`config.mk`:
```
export PLATFORM = sky130hd
export DESIGN_NAME = rpc_phy_sequencer
export DESIGN_NICKNAME = d
export VERILOG_FILES = /design/src/rtl/rpc_phy_sequencer.sv
export SDC_FILE = /design/constraint.sdc
export NUM_CORES = 1
export LEC_CHECK = 0
export ABC_AREA = 1
export CAP_MARGIN = 5
export CORE_MARGIN = 2
export CORE_UTILIZATION = 59
export CTS_CLUSTER_DIAMETER = 200
export DETAILED_ROUTE_END_ITERATION = 10
export DONT_BUFFER_PORTS = 1
export PLACE_DENSITY = 0.79
export SYNTH_ARGS = -nofsm -noshare
export SYNTH_HDL_FRONTEND = slang
export SYNTH_SLANG_ARGS = --single-unit
export TNS_END_PERCENT = 30
```
`constraint.sdc`:
```
create_clock -name clk_i -period 1.9 [get_ports clk_i]
set_input_delay 0.285 -clock clk_i [delete_from_list [all_inputs] [get_ports clk_i]]
set_output_delay 0.285 -clock clk_i [all_outputs]
set_load 0.01 [all_outputs]
```
`src/rtl/rpc_phy_sequencer.sv`:
```
// rpc_phy_sequencer: runs one RPC DRAM transaction at a time onto the pad layer.
// Pad outputs are either flops or pure decodes of the state flop.
module rpc_phy_sequencer #(
    parameter int unsigned CmdTurn = 2,
    parameter int unsigned RdLat   = 4,
    parameter int unsigned LenW    = 8
) (
    input  logic            clk_i,
    input  logic            rst_ni,
    input  logic            req_valid_i,
    output logic            req_ready_o,
    input  logic [31:0]     req_cmd_i,
    input  logic            req_write_i,
    input  logic [LenW-1:0] req_len_i,
    input  logic            wdata_valid_i,
    output logic            wdata_ready_o,
    input  logic [15:0]     wdata_i,
    output logic            rdata_valid_o,
    output logic [15:0]     rdata_o,
    output logic            done_o,
    output logic            busy_o,
    output logic            out_csn_o,
    output logic            out_stb_o,
    output logic            clk_en_o,
    output logic            oe_db_o,
    output logic            oe_dqs_o,
    output logic            ie_db_o,
    output logic            ie_dqs_o,
    output logic            pd_en_db_o,
    output logic            pd_en_dqs_o,
    output logic [15:0]     out_db_o,
    output logic            out_dqs_o,
    output logic            out_dqsn_o,
    input  logic [15:0]     in_db_i
);

    typedef enum logic [3:0] {
        StIdle, StCmd0, StCmd1, StTurn, StWdata, StWpost, StRwait, StRdata, StDone
    } state_e;

    localparam logic [5:0] TurnLast  = 6'(CmdTurn - 1);
    localparam logic [5:0] RdLatLast = 6'(RdLat - 1);

    state_e          state_q;
    logic [15:0]     cmd_hi_q;
    logic            write_q;
    logic [LenW-1:0] len_q;
    logic [5:0]      wait_q;
    // One bit wider than len so a full 2^LenW burst never wraps early.
    logic [LenW:0]   beat_q;
    logic [15:0]     db_q;
    logic            dqs_q;
    logic [15:0]     rdata_q;
    logic            rdata_valid_q;
    logic            clk_en_q;
    logic [LenW:0]   len_ext;

    assign len_ext = {1'b0, len_q};

    // Sequencer state, counters and all registered pad/data outputs.
    always_ff @(posedge clk_i or negedge rst_ni) begin
        if (!rst_ni) begin
            state_q       <= StIdle;
            cmd_hi_q      <= '0;
            write_q       <= 1'b0;
            len_q         <= '0;
            wait_q        <= '0;
            beat_q        <= '0;
            db_q          <= '0;
            dqs_q         <= 1'b0;
            rdata_q       <= '0;
            rdata_valid_q <= 1'b0;
            clk_en_q      <= 1'b0;
        end else begin
            rdata_valid_q <= 1'b0;
            unique case (state_q)
                StIdle: begin
                    if (req_valid_i) begin
                        cmd_hi_q <= req_cmd_i[31:16];
                        write_q  <= req_write_i;
                        len_q    <= req_len_i;
                        db_q     <= req_cmd_i[15:0];
                        clk_en_q <= 1'b1;
                        state_q  <= StCmd0;
                    end
                end
                StCmd0: begin
                    db_q    <= cmd_hi_q;
                    state_q <= StCmd1;
                end
                StCmd1: begin
                    wait_q  <= '0;
                    state_q <= StTurn;
                end
                StTurn: begin
                    if (wait_q == TurnLast) begin
                        wait_q <= '0;
                        beat_q <= '0;
                        if (write_q) begin
                            dqs_q   <= 1'b0;
                            state_q <= StWdata;
                        end else begin
                            state_q <= StRwait;
                        end
                    end else begin
                        wait_q <= wait_q + 6'd1;
                    end
                end
                StWdata: begin
                    // The DRAM clock only runs in cycles where fresh data sits on the pads.
                    if (wdata_valid_i) begin
                        db_q     <= wdata_i;
                        dqs_q    <= ~dqs_q;
                        beat_q   <= beat_q + 1'b1;
                        clk_en_q <= 1'b1;
                        if (beat_q == len_ext) begin
                            state_q <= StWpost;
                        end
                    end else begin
                        clk_en_q <= 1'b0;
                    end
                end
                StWpost: begin
                    clk_en_q <= 1'b0;
                    state_q  <= StDone;
                end
                StRwait: begin
                    if (wait_q == RdLatLast) begin
                        state_q <= StRdata;
                    end else begin
                        wait_q <= wait_q + 6'd1;
                    end
                end
                StRdata: begin
                    rdata_q       <= in_db_i;
                    rdata_valid_q <= 1'b1;
                    beat_q        <= beat_q + 1'b1;
                    if (beat_q == len_ext) begin
                        clk_en_q <= 1'b0;
                        state_q  <= StDone;
                    end
                end
                StDone: begin
                    state_q <= StIdle;
                end
                default: begin
                    state_q <= StIdle;
                end
            endcase
        end
    end

    // Pad enables and handshakes decoded from the state flop only.
    always_comb begin
        req_ready_o   = 1'b0;
        wdata_ready_o = 1'b0;
        done_o        = 1'b0;
        out_csn_o     = 1'b0;
        out_stb_o     = 1'b1;
        oe_db_o       = 1'b0;
        oe_dqs_o      = 1'b0;
        ie_db_o       = 1'b0;
        ie_dqs_o      = 1'b0;
        pd_en_db_o    = 1'b0;
        pd_en_dqs_o   = 1'b0;
        unique case (state_q)
            StIdle: begin
                req_ready_o = 1'b1;
                out_csn_o   = 1'b1;
                pd_en_db_o  = 1'b1;
                pd_en_dqs_o = 1'b1;
            end
            StCmd0, StCmd1: begin
                out_stb_o = 1'b0;
                oe_db_o   = 1'b1;
            end
            StWdata: begin
                wdata_ready_o = 1'b1;
                oe_db_o       = 1'b1;
                oe_dqs_o      = 1'b1;
            end
            StWpost: begin
                oe_db_o  = 1'b1;
                oe_dqs_o = 1'b1;
            end
            StRwait, StRdata: begin
                ie_db_o  = 1'b1;
                ie_dqs_o = 1'b1;
            end
            StDone: begin
                out_csn_o = 1'b1;
                done_o    = 1'b1;
            end
            default: begin
            end
        endcase
    end

    assign busy_o        = (state_q != StIdle);
    assign clk_en_o      = clk_en_q;
    assign out_db_o      = db_q;
    assign out_dqs_o     = dqs_q;
    assign out_dqsn_o    = ~dqs_q;
    assign rdata_o       = rdata_q;
    assign rdata_valid_o = rdata_valid_q;

endmodule

```
* After elaboration in Yosys (flattened, before gate mapping)
Index checks and enable logic that the tools add are counted.
** Word-level totals
- Flip-flop bits (word level) :: 79
- Output and inout bits :: 48
- Word-level logic and storage cells :: 86
** Operators by class
- Add/subtract/negate cells :: 2
- Equal/unequal tests :: 19
- Muxes and demuxes :: 34
- Bitwise operators :: 1
- Reduce and logical (&&, ||, !) cells :: 19
** Operators by type and width (count)
- $pmux 16 s3 :: 1
- $mux 16 :: 2
- $pmux 4 s8 :: 1
- $pmux 9 s3 :: 1
- $mux 4 :: 6
- $mux 9 :: 2
- $pmux 6 s3 :: 1
- $eq 4x3->1 const B :: 4
- $ne 2x2->1 const B :: 8
- $mux 1 :: 15
- $mux 6 :: 2
- $add 9x1->9 const B :: 1
- $eq 9x8->1 :: 1
- $reduce_and 3->1 :: 3
- $reduce_bool 3->1 :: 3
- $eq 4x2->1 const B :: 2
- $reduce_bool 4->1 :: 2
- $reduce_or 2->1 :: 4
- $add 6x1->6 const B :: 1
- $eq 6x1->1 const B :: 1
- $eq 6x2->1 const B :: 1
- $reduce_and 6->1 :: 1
- $eq 4x1->1 const B :: 1
- $eq 4x4->1 const B :: 1
- other kinds (9) :: 10

* Longest topological paths before layout
Gate-level depths: netlist of the first run.
- Depth in word-level cells :: 4
- Mapped depth :: 11
- Depth with buffers taken out :: 11

* Worst setup path before layout of the first run
Ideal clock, no wire load.
- Path type :: flip-flop to flip-flop
- From :: register state_q[0]
- To :: register db_q[11] (netlist: out_db_o[11])
- Arrival time :: 1441 ps
- Path slack :: 342 ps
- Stages on the path, launching flop included :: 11
- Path buffers :: 2
- Clock period less this slack :: 1558 ps
- Cell sequence :: dfrtp_1 -> buf_2 -> nor2_1 -> inv_2 -> nor2_4 -> inv_2 -> nand3_2 -> nand3_4 -> buf_2 -> nand2_1 -> nand2_1
** On the way
- Longest elaborated chain between the ends :: 3
- Elaborated cells on any way between the ends :: 8
- Classes of those cells :: 4 x eq/ne; 1 x mux; 3 x reduce/logical
** Ends and longest elaborated chain
- start, declared :: RTL line 44 : state_e state_q;
- start signal, assigned :: RTL line 63 : state_q <= StIdle;
- start signal, assigned :: RTL line 84 : state_q <= StCmd0;
- start signal, assigned :: RTL line 89 : state_q <= StCmd1;
- $eq 4x3->1, or another cell as far along :: RTL line 76 : unique case (state_q)
- $ne 2x2->1 (no line) / $reduce_bool 3->1 (equally long branches)
- $reduce_and 3->1 (no line)
- end signal, assigned :: RTL line 82 : db_q <= req_cmd_i[15:0];
- end signal, assigned :: RTL line 88 : db_q <= cmd_hi_q;
- end signal, assigned :: RTL line 112 : db_q <= wdata_i;
- end, declared :: RTL line 51 : logic [15:0] db_q;
Several ways; a longest one is shown, not always the timed one.
A chain may end at the register's enable or synchronous reset.

* Worst setup path in the final report of the first run
- From :: register state_q[2]
- To :: output port busy_o
** On the way
- Longest elaborated chain between the ends :: 1
** Ends and longest elaborated chain
- $reduce_bool 4->1 :: RTL line 199 : assign busy_o = (state_q != StIdle);
- end, declared :: RTL line 21 : output logic busy_o,
Every way passes these cells.

==> results of run 1 <==
## area by class of cell
| type | instances | area (um2) | area share [%] |
|---|---|---|---|
| Sequential cell | 79 | 1980 | 46.4 |
| Multi-Input combinational cell | 369 | 1700 | 39.8 |
| Inverter | 47 | 179 | 4.20 |
| Clock buffer | 9 | 124 | 2.91 |
| Timing Repair Buffer | 11 | 98.8 | 2.32 |
| Tap cell | 77 | 96.3 | 2.26 |
| Clock inverter | 7 | 87.6 | 2.06 |
## per-stage QoR
stage	instance area, um2	util (%)	total power (W)	hold WS [ns]
floorplan	3980	-	0.00541	-0.0106
global placement	4040	62.9	0.00595	-0.00860
detailed placement	4040	62.9	0.00611	-0.00857
CTS	4250	66.2	0.00746	-0.403
global route	4260	66.3	0.00805	-0.414
finish	4260	66.3	0.00743	-0.390
## per-layer routing
metal | wire length (um) | vias up | global-route usage (%) | part of all wire, %
li1 | - | 1630 | - | -
met1 | 3940 | 1556 | 32.6 | 43
met4 | 251 | 0 | 10.1 | 2.7
met5 | 0 | - | 0 | 0
met2 | 4360 | 123 | 40.7 | 47
met3 | 655 | 19 | 8.18 | 7.1
## worst reg2reg max path: stages (launching register included)
cell and delay (ns):
dfrtp_1 0.46, nor2_2 0.24, inv_2 0.09, nor2_4 0.13, inv_2 0.08, nand3_2 0.09, nand3_4 0.20, inv_4 0.23
nand2_1 0.08, nand2_1 0.07
## worst paths after layout
check | startpoint | to | depth (start not counted)
min reg2reg | cmd_hi_q[4] | cmd_hi_q[4] | 2
max reg2reg | state_q[2] | out_db_o[6] | 9
min | rst_ni | out_db_o[5] | 0
min in group clk_i | in_db_i[10] | rdata_o[10] | 2
max | state_q[2] | busy_o | 5
max in group asynchronous | rst_ni | cmd_hi_q[2] | 0
## repair_timing
| action | in CTS | in global routing |
|---|---|---|
| hold endpoints to repair | 79 | 79 |
| setup buffers | 0 | 0 |
| setup endpoints to repair | 0 | 16 |
| gates resized for setup | 0 | 2 |
## where the power goes
group / total, W / internal (W) / switching, W
sequential: 0.00306 / 0.00240 / 0.000665
combinational: 0.00304 / 0.00100 / 0.00204
clock: 0.00132 / 0.000639 / 0.000686
total: 0.00743 / 0.00404 / 0.00339
## flip-flops by register name, summed over array words and instances (netlist names), 4 cells and up
name	cells
cmd_hi_q	16
out_db_o	16
rdata_o	16
beat_q	9
len_q	8
wait_q	6
state_q	4
## logic make-up (layout without fill, tap and decap cells)
family | count (synthesis) | after routing | share of synthesized area [%]
simple gates | 314 | 314 | 33.4
fa+ha+maj | 3 | 3 | 0.943
compound gates | 47 | 47 | 7.04
flops | 79 | 79 | 49.6
buf+inv | 70 | 74 | 7.85
xor+xnor | 5 | 5 | 1.10
## cell usage in the layout, fill, tap and decap left out, types with 2 or more instances in the layout
cell type and count:
a21oi_1 10, buf_4 9, clkbuf_8 9, clkinv_4 2
dfrtp_1 79, ha_1 3, inv_1 40, inv_2 6
inv_6 2, inv_8 2, nand2_1 220, nand2_2 2
nand3_1 42, nand4_1 11, nor2_1 23, nor2_2 2
nor2_4 4, nor3_1 5, o211ai_1 7, o21ai_0 21
o21ai_1 3, o21ai_2 4, xor2_1 4
==> reports/results.tsv, run 1 <==
metric	value	unit
die extent in x	86.2	um
CTS Buf Count	9	
first-pass GRT wire length	14800	um
antenna-violating nets left	0	
top cells by count, synth	nand2_1 (220), dfrtp_1 (79), nand3_1 (42)	
Crit Path Max Fanout	6	
failing checks	negative hold slack	
drt first-iter violations	188	
Initial Utilization	62.0	%
wire per inst	15.4	um
die area	0.00742	mm2
Worst slew margin	66.3	%
site row count	29	
Mapped Area	0.00398	mm2
max_cap viols	0	
Crit path largest cell delay	0.46	ns
hold_ws	-0.390	ns
Core Box Area	0.00642	mm2
worst min path class	in2async	
synth top area cells	dfrtp_1 (50%), nand2_1 (21%), nand3_1 (5.3%), inv_1 (3.8%), o21ai_0 (2.6%)	
CP required	1.62	ns
Fillers	563	
TritonRoute pass-1 iters	4	
Crit. End Element	output pin	
Seq/Total Area, Yosys	49.6	%
initial antenna violation count	0	
setup ws final	0.112	ns
vias in the first global route	3207	
Post-route DRC	0	
Sink Count	79	
Crit path max-delay family	flip-flops	
port bufs	0	
Hold Vio Cnt, Final	79	
CTS H-tree lvls	3	
maximum clock insertion buffer count	2	
TritonCTS clock tree	built	
Final Critical Period	1.79	ns
Slew @ Worst Pin	0.500	ns
Max Clk Rate	559	MHz
Syn Area/Cell	7.69	um2
vias	3328	
share of the synthesized area in the top cell type	49.6	%
final WL	9210	um
layout cells sized above 1	9.58	%
area leader, netlist	dfrtp_1	
critical path type	reg2out	
Area Growth Syn to Fin	6.91	%
cells after synthesis	518	
EDFF count, synth	0	
worst path bufs/invs	3	
dominant cell by count in the synthesized netlist	nand2_1	
number of diodes	0	
Max VDD drop	0.000984	V
Nets	597	
routability cong.	0.900	
Congestion Overflow GR	0	
syn nets	598	
root buffer cell	clkbuf_8	
IO Count	125	
GRT Overall Usage	25.6	%
Placed Cells incl. Taps	583	
CP Cell Sequence	nor2_2, inv_2, nor2_4, inv_2, buf_4	
Static Leakage	2.16	nW
outcome	finished with violations	
largest net degree at the start of global routing	80	
DP HPWL	6720	um
Ys Warns	0	
fin cells	599	
post-synthesis register bit count	79	
Clock Skew	0.00868	ns
RSZ-0062 raised after global routing	false	
Clock Pin Slew Worst Setup and Hold Paths	0.09	ns
Die Span Y	86.2	um
CP Launch Type	flip-flop	
Slowest-stage cell, CP	dfrtp_1	
pre-CTS setup slack	0.0472	ns
setup_tns	0	ns
post-route clock period utilization	94.1	%
worst reg-to-reg setup slack	0.17	ns
DR vias/cell	5.56	
crit path DAT	1.50	ns
Main synth FF type	dfrtp_1	
# setup viols final	0	
final slew viol count	0	
pwr/cell area	1740	mW/mm2
most used cell along the critical path	inv_2	
Synth async-reset ratio	100	%
Synth cell types	31	
Clk Latency, worst-skew pair	0.36	ns
No activity file was read; power rests on OpenSTA's default activity.
==> inputs of run 2 (changes only) <==
- CORE_ASPECT_RATIO: default -> 1.2
- RECOVER_POWER: default -> 25
==> run 2 against run 1 <==
Compared with the run above: the run still ends with negative hold slack left; final cell count up 1.3%; global-route usage shrank 0.91 points; flip-flop and latch count stayed put; highest routed layer unchanged; critical path depth fell by 1; largest power group unchanged; first-iteration DRC count is 11% higher; clock-buffer cell count stayed put; clock skew increased by 0.0071 ns; via count is 0.99% lower; final area shrank 0.38%; clock power down 12%; largest cell class unchanged; routed wire length down 5.3%; core utilization shrank 0.90 points.
==> reports/results.tsv, run 2 (synthesis gave the netlist of run 1 again) <==
metric	value	unit	change
Worst slew margin	68.7	%	+2.4 points
Clock Pin Slew Worst Setup and Hold Paths	0.09	ns	about the same
Max Clk Rate	553	MHz	-1.1%
IO Count	125		unchanged
GRT Overall Usage	24.6	%	-0.91 points
commonest non-fill, non-tap cell in the layout	nand2_1		
setup_tns	0	ns	unchanged
max_cap viols	0		unchanged
crit path DAT	1.52	ns	+0.02 ns
Max VDD drop	0.000831	V	-16%
vias in the first global route	3093		-3.6%
DP HPWL	6500	um	-3.3%
hold_ws	-0.389	ns	+0.00170 ns
routability cong.	0.911		+1.2%
Crit path largest cell delay	0.46	ns	about the same
Post-route DRC	0		unchanged
critical path type	reg2out		
final WL	8730	um	-5.3%
Crit. End Element	output pin		
vias	3295		-0.99%
Slew @ Worst Pin	0.468	ns	-0.0325 ns
pwr/cell area	1700	mW/mm2	-2.4%
CTS H-tree lvls	3		unchanged
most frequent cells in the layout	nand2_1 (220), dfrtp_1 (79), nand3_1 (41), inv_1 (40), nor2_1 (23)		
initial antenna violation count	0		unchanged
Hold Vio Cnt, Final	79		unchanged
CP Launch Type	flip-flop		
first-pass GRT wire length	14200	um	-4.0%
number of diodes	0		unchanged
most used cell along the critical path	buf_4		
die area	0.00743	mm2	about the same
die extent in x	79	um	-8.3%
Power Total	0.00722	W	-2.8%
Die Span Y	94	um	+9.1%
largest net degree at the start of global routing	80		unchanged
Initial Utilization	61.4	%	-0.61 points
Sink Count	79		unchanged
Core Box Area	0.00649	mm2	+0.99%
port bufs	0		unchanged
Congestion Overflow GR	0		unchanged
site row count	32		+10%
root buffer cell	clkbuf_8		
drt first-iter violations	208		+11%
# setup viols final	0		unchanged
Clock Skew	0.0158	ns	+0.00714 ns
post-route clock period utilization	95.2	%	+1.1 points
failing checks	negative hold slack		
CP Cell Sequence	nor2_2, buf_4, nand3_2, buf_4		
wire per inst	14.4	um	-6.5%
Nets	597		unchanged
CP required	1.62	ns	about the same
outcome	finished with violations		
Final Critical Period	1.81	ns	+0.0203 ns
layout cells sized above 1	9.96	%	+0.38 points
worst reg-to-reg setup slack	0.11	ns	-0.06 ns
maximum clock insertion buffer count	2		unchanged
TritonRoute pass-1 iters	5		+1
Crit path max-delay family	flip-flops		
final slew viol count	0		unchanged
CTS Buf Count	9		unchanged
DR vias/cell	5.43		-2.3%
Clk Latency, worst-skew pair	0.35	ns	about the same
Final Cell Area	0.00424	mm2	-0.38%
Crit Path Max Fanout	12		+6
Area Growth Syn to Fin	6.50	%	
antenna-violating nets left	0		unchanged
TritonCTS clock tree	built		
Slowest-stage cell, CP	dfrtp_1		
worst min path class	in2async		
RSZ-0062 raised after global routing	true		
placed cell area	0.00405	mm2	+0.25%
Static Leakage	2.15	nW	-0.36%
worst path bufs/invs	2		-1
-- run 2: changes by cell type in the layout (fill, tap and decap cells not counted), sizes merged --
cell    change
clkinv      +1
bufinv      -1
-- run 2: final cells by class --
type | count | area, um2
sequential | 79 | 1980
timing repair buffer | 11 | 98.8
tap | 85 | 106
multi-input combinational | 369 | 1700
inverter | 47 | 179
clock buffer | 9 | 124
fill | 583 | 2240
clock inverter | 7 | 52.6
-- run 2: final timing paths --
check	endpoint	cells past startpoint	from
worst max register to register	len_q[4]	8	state_q[1]
max in group asynchronous	cmd_hi_q[2]	0	rst_ni
worst min register to register	cmd_hi_q[7]	2	cmd_hi_q[7]
worst min-delay path	out_dqs_o	0	rst_ni
worst max-delay path	out_stb_o	4	state_q[2]
min in group clk_i	rdata_o[10]	2	in_db_i[10]
-- run 2: per-stage QoR --
stage / worst slack, ns / std cells / hold slack, ns / util [%]
floorplan: 0.342 / 518 / -0.0106 / -
global placement: 0.171 / 591 / -0.00851 / 62.4
detailed placement: 0.0903 / 591 / -0.00859 / 62.4
CTS: 0.0287 / 607 / -0.398 / 65.2
global route: -0.0457 / 607 / -0.414 / 65.4
finish: 0.0920 / 607 / -0.389 / 65.4
-- run 2: repair_timing --
item	in CTS	in global routing
setup endpoints to repair	0	21
buffers inserted	0	0
resized for setup	0	5
hold endpoints to repair	79	79
-- run 2: layer usage --
| layer | GRT usage, % | up-vias | part of all wire, % |
|---|---|---|---|
| met5 | 0 | - | 0 |
| met4 | 7.76 | 0 | 0.55 |
| met3 | 8.27 | 5 | 8.1 |
| met2 | 41.2 | 121 | 51 |
| met1 | 30.1 | 1542 | 40 |
| li1 | - | 1627 | - |
-- run 2: power by group --
part	switching [W]	internal [W]	total, W
registers	0.000636	0.00240	0.00303
clock network	0.000670	0.000491	0.00116
logic	0.00202	0.00101	0.00303
total	0.00332	0.00390	0.00722
